File: src/rtl/axis_interpolator_pkg.sv
// Package: axis_interpolator_pkg
// Shared type for the interpolator's output mode. The mode is captured with
// each accepted sample and selects how the R output beats are formed.
//   MODE_HOLD       : every beat carries the held sample (zero-order hold)
//   MODE_ZERO_STUFF : first beat carries the sample, the remaining R-1 are zero
package axis_interpolator_pkg;

    typedef enum logic {
        MODE_HOLD       = 1'b0,
        MODE_ZERO_STUFF = 1'b1
    } out_mode_e;

endpackage : axis_interpolator_pkg

File: src/rtl/axis_interpolator.sv
// Module: axis_interpolator
// Upsampler for an AXI-Stream datapath. Each sample accepted on s00_axis is
// emitted R times on m_axis, R = cfg_data with 0 treated as 1. The output is
// either a repeat of the sample or the sample followed by R-1 zeros.
//
// Ports
//   aclk             in   system clock, rising edge
//   aresetn          in   asynchronous active-low reset
//   cfg_data         in   interpolation ratio R (0 => 1), sampled on accept
//   cfg_zero_stuff   in   1: zero-stuff, 0: hold; sampled on accept
//   s00_axis_tdata   in   input sample
//   s00_axis_tvalid  in   input valid
//   s00_axis_tready  out  input ready (combinational from m_axis_tready)
//   m_axis_tdata     out  output sample
//   m_axis_tvalid    out  output valid (registered)
//   m_axis_tready    in   output ready
//
// Handshake: a beat transfers on a rising edge where valid and ready are both
// high. Once m_axis_tvalid is raised, it and m_axis_tdata stay unchanged until
// that transfer; valid never depends on ready. s00_axis_tready may depend on
// m_axis_tready so that the last repeat and the next sample overlap in one
// cycle with no bubble.
module axis_interpolator
    import axis_interpolator_pkg::*;
#(
    parameter int AXIS_TDATA_WIDTH = 32,
    parameter int CNTR_WIDTH       = 32
) (
    input  logic                        aclk,
    input  logic                        aresetn,
    input  logic [CNTR_WIDTH-1:0]       cfg_data,
    input  logic                        cfg_zero_stuff,
    input  logic [AXIS_TDATA_WIDTH-1:0] s00_axis_tdata,
    input  logic                        s00_axis_tvalid,
    output logic                        s00_axis_tready,
    output logic [AXIS_TDATA_WIDTH-1:0] m_axis_tdata,
    output logic                        m_axis_tvalid,
    input  logic                        m_axis_tready
);

    logic [AXIS_TDATA_WIDTH-1:0] data_q;   // held sample
    logic                        valid_q;  // a burst is in progress
    logic [CNTR_WIDTH-1:0]       rem_q;    // beats left, including the one on the bus
    logic                        first_q;  // the beat on the bus is the first of its burst
    out_mode_e                   zs_q;     // mode captured with the held sample

    logic                  last;
    logic                  out_hs;
    logic                  accept;
    logic [CNTR_WIDTH-1:0] ratio;

    // A ratio of zero would otherwise mean "no output at all"; treat it as 1.
    assign ratio  = (cfg_data == '0) ? CNTR_WIDTH'(1) : cfg_data;

    assign last   = valid_q && (rem_q == CNTR_WIDTH'(1));
    assign out_hs = valid_q && m_axis_tready;

    // Ready when idle, or when the final repeat leaves on this very edge.
    assign s00_axis_tready = !valid_q || (last && m_axis_tready);
    assign accept          = s00_axis_tvalid && s00_axis_tready;

    assign m_axis_tvalid = valid_q;
    assign m_axis_tdata  = (zs_q == MODE_ZERO_STUFF && !first_q) ? '0 : data_q;

    always_ff @(posedge aclk or negedge aresetn) begin
        if (!aresetn) begin
            data_q  <= '0;
            valid_q <= 1'b0;
            rem_q   <= '0;
            first_q <= 1'b0;
            zs_q    <= MODE_HOLD;
        end else if (accept) begin
            // Accept has priority: when it coincides with the last beat
            // leaving, the new burst starts immediately.
            data_q  <= s00_axis_tdata;
            valid_q <= 1'b1;
            first_q <= 1'b1;
            rem_q   <= ratio;
            zs_q    <= cfg_zero_stuff ? MODE_ZERO_STUFF : MODE_HOLD;
        end else if (out_hs) begin
            first_q <= 1'b0;
            if (last) begin
                valid_q <= 1'b0;
                rem_q   <= '0;
            end else begin
                // Only reached with rem_q > 1, so this never wraps.
                rem_q   <= rem_q - CNTR_WIDTH'(1);
            end
        end
    end

endmodule : axis_interpolator

File: config.mk
export PLATFORM = sky130hd
export DESIGN_NAME = axis_interpolator
export DESIGN_NICKNAME = d
export VERILOG_FILES = /design/src/rtl/axis_interpolator_pkg.sv /design/src/rtl/axis_interpolator.sv
export SDC_FILE = /design/constraint.sdc
export NUM_CORES = 1
export LEC_CHECK = 0
export CAP_MARGIN = 15
export CORE_MARGIN = 5
export CORE_UTILIZATION = 49
export DETAILED_ROUTE_END_ITERATION = 6
export MAX_ROUTING_LAYER = met4
export PLACE_DENSITY = 0.82
export SYNTH_ARGS = -nofsm -noshare
export SYNTH_HDL_FRONTEND = slang
export SYNTH_SLANG_ARGS = --single-unit
File: constraint.sdc
create_clock -name aclk -period 3.3 [get_ports aclk]
set_input_delay 0.66 -clock aclk [delete_from_list [all_inputs] [get_ports aclk]]
set_output_delay 0.66 -clock aclk [all_outputs]
set_load 0.05 [all_outputs]
### Word-level counts from Yosys, hierarchy flattened

Cells that the tools add are included.

* output and inout port bits: 34
* word-level logic and storage cells: 30
* input bits: 69
* bits in registers: 67

* multiplexer cells: 11
* add/subtract/negate cells: 1
* reductions and logical operators: 12
* equality and inequality tests: 1

Operators by type and width (number)
* 32-bit 2-to-1 mux: 5
* 32-bit by 1-bit equality test with 1-bit output, second input constant: 1
* 32-bit logical NOT: 1
* 32-bit by 1-bit subtractor with 32-bit output, second input constant: 1
* 1-bit 2-to-1 mux: 6
* 1-bit logical AND: 5
* 2-bit nonzero test: 2
* 1-bit logical NOT: 2
* 2-bit AND reduction: 1
* 1-bit logical OR: 1

### Depth between registers and ports, before layout

* depth after elaboration: 7
* gate-level depth with buffers: 10
* gate-level depth less buffers: 8

### Least setup slack after synthesis

Ideal clock, no wire load.

* kind: reg2out
* start point: reg rem_q[10]
* end point: out s00_axis_tready
* required time: 2640 ps
* cell stages (with the launch flop): 8
* buffers on the path: 2
* slack: 410 ps
* data arrival time: 2230 ps
* cell sequence: dfrtp_1 -> or3_4 -> or3_1 -> buf_2 -> nor4_1 -> buf_2 -> nand2_1 -> nand2_1

* word-level cells in the longest chain between the ends: 4

RTL lines
* start, declared: line axis_interpolator.sv:43 `logic [CNTR_WIDTH-1:0] rem_q;`
* start signal, assigned: line axis_interpolator.sv:78 `rem_q <= ratio;`
* start signal, assigned: line axis_interpolator.sv:87 `rem_q <= rem_q - CNTR_WIDTH'(1);`
* 32-bit by 1-bit equality test with 1-bit output: line axis_interpolator.sv:55 `assign last = valid_q && (rem_q == CNTR_WIDTH'(1));`
* 1-bit logical AND: line axis_interpolator.sv:55
* 1-bit logical AND: line axis_interpolator.sv:59 `assign s00_axis_tready = !valid_q || (last && m_axis_tready);`
* 1-bit logical OR: line axis_interpolator.sv:59
* end, declared: line axis_interpolator.sv:35 `output logic s00_axis_tready,`

Every way passes these cells.

### Worst setup path after layout

Ends and elaborated chain as after synthesis.

==> out/results.txt <==
Final ANT Viol Nets - 0
reg2reg path depth - 6
number of synthesized flops with an enable pin - 0
CTS max path bufs - 2
Net Switching - 0.0008631 W
Critical Path RT - 2640 ps
worst rel slew slack - 0.4634
Max Freq - 0.3239 GHz
die width - 98.38 um
clock latency on the worst-skew pair - 340 ps
R2R Setup Slk - 340 ps
skew final - 12.43 ps
FF-to-FF End - data_q[15]
iteration count of the initial detailed-routing pass - 5
grt ovf - 0
drt total wl - 11,150 um
worst hold path type - input port to async pin
fin nets - 547
clk slew on worst S/H paths - 80 ps
CTS buffer count - 9
initial antenna violation count - 0
CTS tree - done
P&R area growth vs syn - 38.15%
Synth cell types - 50
Post-DP HPWL - 8189 um
post-route clock period utilization - 0.9356
first-pass GRT wire length - 18,370 um
predominant post-synthesis flop cell - dfrtp_1
PortBufs - 102
Clock Power Share - 0.328
synth top area cells - dfrtp_1 (44%), mux2_4 (12%), and2_1 (5.4%)
layout cells sized above 1 - 0.1559
cell taking the most area after synthesis - dfrtp_1
Slew @ Worst Pin - 804.9 ps
FFs w/ async S/R, synth - 1.000
cells after synthesis - 365
vias per inst - 6.098
CP Class - flop to primary output
global-route usage over all layers - 0.2405
die extent in y - 98.38 um
core area - 7687 um^2
Hold Slack - 152.0 ps
vias in the first global route - 3,593
Mapped Nets - 436
Initial Util - 0.4979
post-route cell area - 5288 um^2
Final Critical Period - 3088 ps
synthesis warning total - 0
logic gate share of total power - 0.280
pwr dens - 519.0 nW/um^2
area share of the largest cell type after synthesis - 0.4381
Hold Fails Final Rpt - 0
DP Area - 5007 um^2
CP Capture Type - primary output
Leak Pwr - 2.165 nW
Max VDD drop - 277.6 uV
Max-cap violations - 0
Worst R2R Start - rem_q[10]
die footprint - 9679 um^2
clock root buffer - clkbuf_8
commonest non-fill, non-tap cell in the layout - clkdlybuf4s50_1
crit path capture - s00_axis_tready
Startpoint Class - flop
# rows - 32
Final Max Tran Viols - 0
worst-path fanout max - 9
Fillers - 592
crit path from - rem_q[10]
status - completed
average size of a mapped cell - 10.49 um^2
#FFs+latches synth - 67
Initial DRC Count - 292
htree depth - 3
Post-route DRC - 0
WP data arrival - 2430 ps
largest net degree at the start of global routing - 37
io pins - 103
WL per Instance - 19.13 um
Int Power - 0.001881 W
RSZ-0062 raised after global routing - no
Inserted Diodes - 0
Vias - 3,555
commonest cells after routing, fill and taps aside - clkdlybuf4s50_1 (100), dfrtp_1 (67), nand2_1 (36), and2_1 (33), mux2_4 (30)
sequential area share after synthesis - 0.4381
switching fraction of total power - 0.3145
final setup vio count - 0
Final GP Congestion - 0.9856
Setup Total Neg Slack - 0 ps
Seq pwr share - 0.392
Synth Cell Area - 3827 um^2
clk sinks - 67
-- timing repair --
action	in CTS	in global routing
buffers inserted	0	0
gates resized for setup	0	2
endpoints found under the setup margin	0	1
hold buffers	0	0
-- worst min-delay path by stage --
stage	from	depth (start not counted)	slack, ps	to
after floorplan	aresetn	0	360	data_q[0]
after global placement	first_q	1	450	first_q
after global routing	aresetn	1	150	data_q[21]
final	aresetn	1	150	data_q[21]
after detailed placement	first_q	1	470	first_q
after CTS	aresetn	1	140	data_q[21]
-- Yosys cell counts (all sizes together) (4+ instances only) --
master,number
a31oi,6
clkbuf,8
a21oi,6
or3,8
nand2,36
o211ai,11
nand3,18
and2,33
a221o,6
a32oi,9
mux2,33
nor2,15
nor3,13
o21ai,15
nand4,8
or4,7
buf,11
dfrtp,67
inv,4
nor4,18
-- registers in the layout, summed over array words and instances, names as in the netlist --
name / flops
data_q: 32
m_axis_tvalid: 1
first_q: 1
zs_q: 1
rem_q: 32
-- power groups by stage --
stage	logic [W]	registers [W]	clock network [W]
floorplan	0.000492	0.00104	0
global placement	0.000742	0.00108	0
detailed placement	0.000761	0.00108	0
CTS	0.000764	0.00107	0.000914
global route	0.000826	0.00109	0.000953
finish	0.000768	0.00108	0.000901
-- final cells by class --
class | instances | area (um^2) | area share
clock inverter | 6 | 137.6 | 0.02603
timing repair buffer | 119 | 1191 | 0.2253
tap | 102 | 127.6 | 0.02414
clock buffer | 10 | 127.6 | 0.02414
sequential | 67 | 1677 | 0.3171
multi-input combinational | 275 | 2012 | 0.3805
inverter | 4 | 15.01 | 0.002840
-- metrics by stage --
stage	instances	power [W]	setup slack [ps]	utilization
after floorplan	365	0.001532	409.5	-
after global placement	567	0.001818	497.0	0.6514
after detailed placement	567	0.001843	417.0	0.6514
after CTS	583	0.002746	141.4	0.6859
after global routing	583	0.002872	57.28	0.6878
final	583	0.002744	212.5	0.6878
-- metal layers --
layer,global-route usage,wire (um),vias up
li1,-,-,1597
met1,0.3132,4898,1704
met2,0.3755,5140,220
met3,0.04429,856,34
met4,0.08824,255,0
met5,-,0,-
-- cell families after synthesis --
group	after synthesis	synth area share
buf+inv	23	0.04184
simple gates	169	0.2462
mux	33	0.1265
fa+ha+maj	2	0.006537
flops	67	0.4381
compound gates	70	0.1386
xor+xnor	1	0.002289
-- worst max-delay path, cell delays in order (launching register included) --
cell,delay [ps]
dfrtp_1,420
or3_4,440
or3_1,500
nor4_4,350
nand2_1,90
nand2_1,140
buf_12,150
(Power assumes the default switching activity.)
